<file path="config.mk">
export PLATFORM = sky130hd
export DESIGN_NAME = generador_sumador4
export DESIGN_NICKNAME = d
export VERILOG_FILES = /design/src/rtl/generador_sumador4_pkg.sv /design/src/rtl/lfsr16.sv /design/src/rtl/generador_sumador4.sv
export SDC_FILE = /design/constraint.sdc
export NUM_CORES = 1
export LEC_CHECK = 0
export ABC_AREA = 1
export CORE_ASPECT_RATIO = 1.4
export CORE_MARGIN = 2
export CORE_UTILIZATION = 59
export DETAILED_ROUTE_END_ITERATION = 8
export PLACE_DENSITY = 0.84
export SLEW_MARGIN = 25
export SYNTH_ARGS = -nofsm -noshare
export SYNTH_HDL_FRONTEND = slang
export SYNTH_SLANG_ARGS = --single-unit
</file>
<file path="constraint.sdc">
create_clock -name CLK -period 2.56 [get_ports CLK]
set_input_delay 0.512 -clock CLK [delete_from_list [all_inputs] [get_ports CLK]]
set_output_delay 0.512 -clock CLK [all_outputs]
set_load 0.05 [all_outputs]
</file>
<file path="src/rtl/generador_sumador4_pkg.sv">
// Shared definitions for the 4-bit adder stimulus generator/checker:
// FSM encodings, adder modes, LFSR geometry and the op record.
package generador_sumador4_pkg;

  typedef enum logic [2:0] {
    ST_IDLE  = 3'd0,
    ST_CLEAR = 3'd1,
    ST_RUN   = 3'd2,
    ST_DRAIN = 3'd3,
    ST_FIN   = 3'd4
  } state_t;

  typedef enum logic [1:0] {
    MODO_HOLD = 2'b00,
    MODO_ADD  = 2'b01,
    MODO_SUB  = 2'b10,
    MODO_CLR  = 2'b11
  } modo_t;

  typedef struct packed {
    modo_t      modo;
    logic       rci;
    logic [3:0] a;
    logic [3:0] b;
  } op_t;

  localparam int              LFSR_W       = 16;
  // Right-shifting Fibonacci form of x^16+x^14+x^13+x^11+1: taps at bits 0,2,3,5
  localparam logic [LFSR_W-1:0] LFSR_TAPS    = 16'h002D;
  localparam logic [LFSR_W-1:0] DEFAULT_SEED = 16'hACE1;

  localparam op_t OP_NONE  = '{modo: MODO_HOLD, rci: 1'b0, a: 4'd0, b: 4'd0};
  localparam op_t OP_CLEAR = '{modo: MODO_CLR,  rci: 1'b0, a: 4'd0, b: 4'd0};

  function automatic logic [LFSR_W-1:0] seed_fix(input logic [LFSR_W-1:0] s);
    return (s == 16'h0000) ? 16'h0001 : s;
  endfunction

  function automatic logic [LFSR_W-1:0] lfsr_step(input logic [LFSR_W-1:0] s);
    logic fb;
    fb = ^(s & LFSR_TAPS);
    return {fb, s[LFSR_W-1:1]};
  endfunction

  function automatic op_t op_from_lfsr(input logic [LFSR_W-1:0] l);
    op_t o;
    o.modo = modo_t'(l[9:8]);
    o.rci  = l[10];
    o.a    = l[3:0];
    o.b    = l[7:4];
    return o;
  endfunction

endpackage

</file>
<file path="src/rtl/lfsr16.sv">
// 16-bit Fibonacci LFSR with synchronous reload and advance enable.
module lfsr16
  import generador_sumador4_pkg::*;
#(
  parameter logic [LFSR_W-1:0] INIT = DEFAULT_SEED
) (
  input  logic              CLK,
  input  logic              RST,
  input  logic              load,
  input  logic [LFSR_W-1:0] seed,
  input  logic              advance,
  output logic [LFSR_W-1:0] state
);

  logic [LFSR_W-1:0] state_r;

  // LFSR register; a zero seed would lock up, so it is replaced by 1
  always_ff @(posedge CLK or posedge RST) begin
    if (RST) begin
      state_r <= seed_fix(INIT);
    end else if (load) begin
      state_r <= seed_fix(seed);
    end else if (advance) begin
      state_r <= lfsr_step(state_r);
    end else begin
      state_r <= state_r;
    end
  end

  assign state = state_r;

endmodule

</file>
<file path="src/rtl/generador_sumador4.sv">
// Pseudo-random stimulus generator and self-checker for a 4-bit adder:
// drives ops from an LFSR, models the expected sum and counts mismatches.
module generador_sumador4
  import generador_sumador4_pkg::*;
#(
  parameter logic [LFSR_W-1:0] SEED = DEFAULT_SEED
) (
  input  logic       CLK,
  input  logic       RST,
  input  logic       START,
  input  logic [7:0] N_OPS,
  output logic       ENB_O,
  output logic [1:0] MODO_O,
  output logic       RCI_O,
  output logic [3:0] A_O,
  output logic [3:0] B_O,
  input  logic [3:0] Q_I,
  input  logic       RCO_I,
  output logic       BUSY,
  output logic       DONE,
  output logic [7:0] ERR_CNT,
  output logic       PASS
);

  localparam logic [LFSR_W-1:0] SEED_EFF = seed_fix(SEED);

  state_t            state_r, state_s;
  logic [7:0]        cnt_r, cnt_s;
  logic              lfsr_load_s, lfsr_adv_s, start_s;
  logic [LFSR_W-1:0] lfsr_state_s;
  op_t               op_r, nxt_op_s;
  logic              enb_r, nxt_enb_s;
  logic              busy_r, done_r, pass_r, pass_s;
  logic [7:0]        err_r, err_s;
  logic [3:0]        q_r, q_s;
  logic              c_r, c_s;
  logic              chk_r, chk_add_r, mismatch_s;

  lfsr16 #(.INIT(SEED_EFF)) u_lfsr (
    .CLK    (CLK),
    .RST    (RST),
    .load   (lfsr_load_s),
    .seed   (SEED_EFF),
    .advance(lfsr_adv_s),
    .state  (lfsr_state_s)
  );

  // Next state, op counter and the op to be presented in the next cycle
  always_comb begin
    state_s     = state_r;
    cnt_s       = cnt_r;
    lfsr_load_s = 1'b0;
    lfsr_adv_s  = 1'b0;
    start_s     = 1'b0;
    nxt_op_s    = OP_NONE;
    nxt_enb_s   = 1'b0;
    case (state_r)
      ST_IDLE: begin
        if (START) begin
          state_s     = ST_CLEAR;
          cnt_s       = N_OPS;
          lfsr_load_s = 1'b1;
          start_s     = 1'b1;
          nxt_op_s    = OP_CLEAR;
          nxt_enb_s   = 1'b1;
        end else begin
          state_s = ST_IDLE;
        end
      end
      ST_CLEAR, ST_RUN: begin
        if (cnt_r != 8'd0) begin
          state_s    = ST_RUN;
          cnt_s      = cnt_r - 8'd1;
          lfsr_adv_s = 1'b1;
          nxt_op_s   = op_from_lfsr(lfsr_state_s);
          nxt_enb_s  = 1'b1;
        end else begin
          state_s = ST_DRAIN;
        end
      end
      ST_DRAIN: state_s = ST_FIN;
      ST_FIN:   state_s = ST_IDLE;
      default: begin
        state_s = ST_IDLE;
        cnt_s   = 8'd0;
      end
    endcase
  end

  // Reference model of the adder, advanced by the op currently on the outputs
  always_comb begin
    q_s = q_r;
    c_s = c_r;
    if (enb_r) begin
      case (op_r.modo)
        MODO_HOLD: q_s = q_r;
        MODO_ADD:  {c_s, q_s} = {1'b0, op_r.a} + {1'b0, op_r.b} + {4'd0, op_r.rci};
        MODO_SUB:  q_s = op_r.a - op_r.b;
        MODO_CLR: begin
          q_s = 4'd0;
          c_s = 1'b0;
        end
        default:   q_s = q_r;
      endcase
    end else begin
      q_s = q_r;
    end
  end

  // One mismatch per checked cycle, even if sum and carry both differ
  always_comb begin
    mismatch_s = chk_r && ((Q_I != q_r) || (chk_add_r && (RCO_I != c_r)));
    if (start_s) begin
      err_s = 8'd0;
    end else if (mismatch_s && (err_r != 8'hFF)) begin
      err_s = err_r + 8'd1;
    end else begin
      err_s = err_r;
    end
    if (start_s) begin
      pass_s = 1'b0;
    end else if (state_s == ST_FIN) begin
      pass_s = (err_s == 8'd0);
    end else begin
      pass_s = pass_r;
    end
  end

  // State, model and registered outputs
  always_ff @(posedge CLK or posedge RST) begin
    if (RST) begin
      state_r   <= ST_IDLE;
      cnt_r     <= 8'd0;
      op_r      <= OP_NONE;
      enb_r     <= 1'b0;
      busy_r    <= 1'b0;
      done_r    <= 1'b0;
      pass_r    <= 1'b0;
      err_r     <= 8'd0;
      q_r       <= 4'd0;
      c_r       <= 1'b0;
      chk_r     <= 1'b0;
      chk_add_r <= 1'b0;
    end else begin
      state_r   <= state_s;
      cnt_r     <= cnt_s;
      op_r      <= nxt_op_s;
      enb_r     <= nxt_enb_s;
      busy_r    <= (state_s == ST_CLEAR) || (state_s == ST_RUN) || (state_s == ST_DRAIN);
      done_r    <= (state_s == ST_FIN);
      pass_r    <= pass_s;
      err_r     <= err_s;
      q_r       <= q_s;
      c_r       <= c_s;
      chk_r     <= enb_r;
      chk_add_r <= enb_r && (op_r.modo == MODO_ADD);
    end
  end

  assign ENB_O   = enb_r;
  assign MODO_O  = op_r.modo;
  assign RCI_O   = op_r.rci;
  assign A_O     = op_r.a;
  assign B_O     = op_r.b;
  assign BUSY    = busy_r;
  assign DONE    = done_r;
  assign PASS    = pass_r;
  assign ERR_CNT = err_r;

endmodule

</file>
==> results of run 1 <==
worst register-to-register path, delay by kind of cell (launching register included):
kind	cells	cell delay (ns)
fa+ha+maj	2	0.87
flops	1	0.37
simple gates	3	0.33
compound gates	1	0.10
buf+inv	1	0.07
where the power goes:
group / internal [mW] / switching [mW]
clock network: 0.656 / 0.393
registers: 0.968 / 0.0819
logic: 0.255 / 0.489
total: 1.88 / 0.963
metal layers:
layer	GRT usage, %	vias to the layer above	share of wire, %
met5	0	-	0
met4	15.5	0	3.5
met3	4.33	18	3.4
met2	45.8	55	54
met1	28.7	1182	39
li1	-	1213	-
worst paths after layout:
check / startpoint / to / slack [ns] / depth (start not counted)
max: MODO_O[1] / MODO_O[1] / 0.33 / 1
min: ENB_O / chk_r / 0.46 / 0
max reg2reg: RCI_O / q_r[2] / 0.68 / 7
min reg2reg: ENB_O / chk_r / 0.46 / 0
max in group asynchronous: RST / u_lfsr.state[11] / 1.43 / 3
min in group asynchronous: RST / ERR_CNT[7] / 0.52 / 2
per-stage QoR:
| stage | hold WS, ns | setup slack [ns] |
|---|---|---|
| floorplan | 0.448 | 0.542 |
| global placement | 0.427 | 0.262 |
| detailed placement | 0.433 | 0.208 |
| CTS | 0.450 | 0.359 |
| global route | 0.481 | 0.258 |
| finish | 0.459 | 0.327 |
cell usage after synthesis:
cell,instances
fa_1,3
o21bai_1,1
ha_1,9
a32o_1,1
xnor2_1,3
nor3_1,1
nor2_2,1
or2_1,1
nor2_4,1
inv_2,2
nor3_4,1
nand2_2,4
o21ai_1,2
o22ai_1,9
a21oi_1,5
buf_6,2
o31ai_1,1
buf_8,1
o211ai_1,1
dfrtp_1,49
o21ai_2,7
buf_2,2
nand3_1,19
a31oi_1,1
o21ai_0,25
nand4_1,8
nor4_1,1
nand4_2,1
o21a_1,1
nor2_8,2
buf_1,1
nor2_1,31
inv_1,61
a21oi_2,1
inv_4,3
dfstp_2,8
xor2_1,7
nand2_1,78
state kept, by name, indices dropped and copies added, names as in the netlist:
name	flops
RCI_O	1
state_r	3
c_r	1
MODO_O	2
A_O	4
ENB_O	1
BUSY	1
ERR_CNT	8
PASS	1
chk_add_r	1
cnt_r	8
B_O	4
DONE	1
u_lfsr.state	16
q_r	4
chk_r	1
kinds of logic (layout without fill, tap and decap cells):
group | Yosys count | in the layout
compound gates | 55 | 55
xor+xnor | 10 | 10
fa+ha+maj | 12 | 12
buf+inv | 72 | 121
flops | 57 | 57
simple gates | 149 | 149
cell type report:
class	count	area [um^2]	area share (%)
inverter	66	255	6.90
tap	64	80.1	2.17
sequential	57	1440	38.8
timing repair buffer	39	400	10.8
clock buffer	9	124	3.35
multi-input combinational	226	1280	34.5
clock inverter	7	125	3.38
==> flow_metrics.tcl, run 1 <==
set metrics [dict create \
    fin_cells 468 \
    status "complete, no violations" \
    wl_mm 6.50 \
    synth_top_family_by_area "simple AND/OR/NAND/NOR gates" \
    via_count 2468 \
    yosysSeqAreaShare_pct 47.6 \
    finalCritPeriodShare_pct 87.2 \
    syn_area_mm2 0.00302 \
    slew_headroom_pct 66.3 \
    worst_pin_slew_ns 0.505 \
    cp_top_family "buffers and inverters" \
    maxCapViolCount 0 \
    cts_hold_buf 0 \
    nets 427 \
    firstDrtPassIters 5 \
    cp.arrival_ns 1.72 \
    grt_antenna_before_repair 0 \
    post_dp_cell_area_mm2 0.00345 \
    core_area_mm2 0.00488 \
    cts_tree "done" \
    cts.sinks 57 \
    synth_xor_area_share_pct 2.90 \
    numCtsBuffers 9 \
    drive_above_1_share_pct 12.1 \
    fill_cells 334 \
    skew_ns 0.00660 \
    ctsResizeCount 0 \
    path_buf_inv 1 \
    synthesis.nets 383 \
    synth.area.top_cells "dfrtp_1, nand2_1, inv_1" \
    finish.utilization_pct 75.8 \
    finalSetupViolCount 0 \
    grt-ovfl-total 0 \
    slowest_delay_ns 0.87 \
    powerDensity_mw_per_mm2 769 \
    grt_use_total_pct 25.7 \
    grt_pass1_wl_mm 10.9 \
    yosysUniqueCellTypes 38 \
    ys_warn_count 0 \
    hold_violations 0 \
    synth_top_area_share_pct 40.6 \
    hp-class "reg -> reg" \
    leakage_nw 1.88 \
    post_cts_buffers 0 \
    first_global_vias 2477 \
    antenna_cells 0 \
    io_buffer_count 38 \
    fp.dieH_um 88.6 \
    synth_compound_area_share_pct 11.0 \
    worstPathMaxFanout 8 \
    rows 30 \
    power_mw 2.84 \
    pin_count 39 \
    cp-start-kind "flop" \
    setup_tns_ns 0 \
    grt_max_degree 36 \
    rsz0062_at_grt "false" \
    avgSynthCellArea_um2 8.50 \
    final_max_slew_viol_count 0 \
    syn_inst 355 \
    clk_pin_slew_worst_paths_ns 0.07 \
    yosysTopAreaCell "dfrtp_1" \
    dieArea_mm2 0.00571 \
    yosys.area_share.simple_pct 22.6 \
    vdd.ir_drop.worst_v 0.000467 \
    cp_slowest_cell "clkdlybuf4s50_1" \
    die_w_um 64.5 \
    via_per_inst 5.27 \
    cp_data_required_time_ns 2.05 \
    clk-insertion-delay-late_ns 0.35 \
    endpoint_kind "output pin" \
    final_cell_mix "nand2_1, inv_1, dfrtp_1" \
    crit_path_cell_trace "clkdlybuf4s50_1" \
    critPathKind "reg -> out" \
    period_needed_ns 2.23 \
    synth-adder-area-share_pct 5.72 \
    drtIter0Drc 77 \
    hpwl_mm 4.14 \
    wire_per_inst_um 13.9 \
    synthMuxAreaShare_pct 0 \
    clockBufferDepth 2 \
    ant_nets 0 \
    initial_core_util_pct 61.9 \
    dp.cells 452 \
    ys_ff_latch 57 \
    root_buffer "clkbuf_8" \
    gp_congestion 0.815 \
    clock.fmax_mhz 448 \
    htreeDepth 3 \
    areaGrowthSynthToFinish_pct 22.5 \
    final_common_cell "nand2_1" \
    drcViolationCount 0 \
    design_area_mm2 0.00370 \
]
(Power assumes the default switching activity.)
==> inputs of run 2 (changes only) <==
CORE_UTILIZATION = 45   (was 59)
PLACE_DENSITY = 0.67   (was 0.84)
==> run 2 against run 1 <==
Cell area fell by 0.88%. Global-route usage fell by 7.8 points. Critical path depth did not move. Largest cell class unchanged. Largest power group unchanged. Highest routed layer unchanged.
==> flow_metrics.tcl, run 2 (synthesis gave the netlist of run 1 again) <==
set metrics [dict create \
    rows 35 \
    worstPathMaxFanout 8 \
    drive_above_1_share_pct 12.1 \
    root_buffer "clkbuf_8" \
    wire_per_inst_um 12.0 \
    dieArea_mm2 0.00739 \
    cp-start-kind "flop" \
    clk_pin_slew_worst_paths_ns 0.06 \
    grt_pass1_wl_mm 10.2 \
    maxCapViolCount 0 \
    nets 427 \
    via_count 2348 \
    period_needed_ns 2.17 \
    slew_headroom_pct 66.3 \
    pin_count 39 \
    drcViolationCount 0 \
    grt_use_total_pct 17.9 \
    fill_cells 612 \
    grt_antenna_before_repair 0 \
    setup_tns_ns 0 \
    status "complete, no violations" \
    cts_tree "done" \
    io_buffer_count 38 \
    core_area_mm2 0.00653 \
    clock.fmax_mhz 460 \
    ctsResizeCount 0 \
    numCtsBuffers 9 \
    final_common_cell "nand2_1" \
    skew_ns 0.00811 \
    final_max_slew_viol_count 0 \
    fin_ws_ns 0.388 \
    initial_core_util_pct 46.3 \
    wl_mm 5.75 \
    antenna_cells 0 \
    drtIter0Drc 103 \
    final_cell_mix "nand2_1, inv_1, dfrtp_1" \
    largest_reg_flops 16 \
    finalSetupViolCount 0 \
    areaGrowthSynthToFinish_pct 21.4 \
    cts.sinks 57 \
    via_per_inst 4.91 \
    crit_path_cell_trace "clkdlybuf4s50_1" \
    finish.utilization_pct 56.2 \
    cp_data_required_time_ns 2.05 \
    rsz0062_at_grt "false" \
    powerDensity_mw_per_mm2 713 \
    grt-ovfl-total 0 \
    cp_top_family "buffers and inverters" \
    clk-insertion-delay-late_ns 0.34 \
    slowest_delay_ns 0.85 \
    hold_violations 0 \
    power_mw 2.61 \
    clockBufferDepth 2 \
    finalCritPeriodShare_pct 84.8 \
    hpwl_mm 4.25 \
    ant_nets 0 \
    first_global_vias 2459 \
    critPathKind "reg -> out" \
    vdd.ir_drop.worst_v 0.000387 \
    hp-class "reg -> reg" \
    cts_hold_buf 0 \
    endpoint_kind "output pin" \
    path_buf_inv 1 \
    post_cts_buffers 0 \
    gp_congestion 0.782 \
    cp_slowest_cell "clkdlybuf4s50_1" \
    pre_cts_slack_ns 0.191 \
    grt_max_degree 40 \
    firstDrtPassIters 4 \
    worst_pin_slew_ns 0.503 \
    die_w_um 73.2 \
    cp.arrival_ns 1.66 \
    hold_slack_ns 0.466 \
    htreeDepth 3 \
    fp.dieH_um 101 \
    leakage_nw 1.85 \
]
run 2: cell count changes in the layout (fill, tap and decap cells not counted), sizes merged:
cell,change
clkinv,+1
bufinv,-2
inv,-1
clkinvlp,+2
run 2: final timing paths:
check	startpoint	endpoint	slack, ns	depth (start not counted)
worst max-delay path	MODO_O[1]	MODO_O[1]	0.39	1
worst min-delay path	ENB_O	chk_r	0.47	0
max in group asynchronous	RST	u_lfsr.state[5]	1.46	3
worst max register to register	ERR_CNT[0]	PASS	0.76	13
min in group asynchronous	RST	state_r[1]	0.50	2
worst min register to register	ENB_O	chk_r	0.47	0
run 2: cell type report:
| cell class | instances | area (um^2) | area share [%] |
|---|---|---|---|
| Sequential cell | 57 | 1440 | 39.2 |
| Multi-Input combinational cell | 226 | 1280 | 34.8 |
| Timing Repair Buffer | 39 | 400 | 10.9 |
| Inverter | 66 | 255 | 6.96 |
| Clock buffer | 9 | 124 | 3.38 |
| Tap cell | 74 | 92.6 | 2.53 |
| Clock inverter | 7 | 80.1 | 2.19 |
run 2: report_power, final:
part	total, mW	switching [mW]	internal (mW)
clock network	0.842	0.386	0.456
registers	1.05	0.0796	0.969
logic	0.725	0.470	0.255
run 2: per-layer routing:
| layer | up-vias | global-route usage [%] | wire [um] | part of all wire (%) |
|---|---|---|---|---|
| met3 | 12 | 3.90 | 160 | 2.8 |
| met5 | - | 0 | 0 | 0 |
| li1 | 1218 | - | - | - |
| met4 | 0 | 9.40 | 155 | 2.7 |
| met2 | 26 | 30.8 | 2970 | 52 |
| met1 | 1092 | 20.3 | 2460 | 43 |
run 2: per-stage QoR:
step / instances / instance area (um^2)
after floorplan: 355 / 3020
after global placement: 462 / 3460
after detailed placement: 462 / 3460
after CTS: 478 / 3660
after global routing: 478 / 3660
final: 478 / 3660
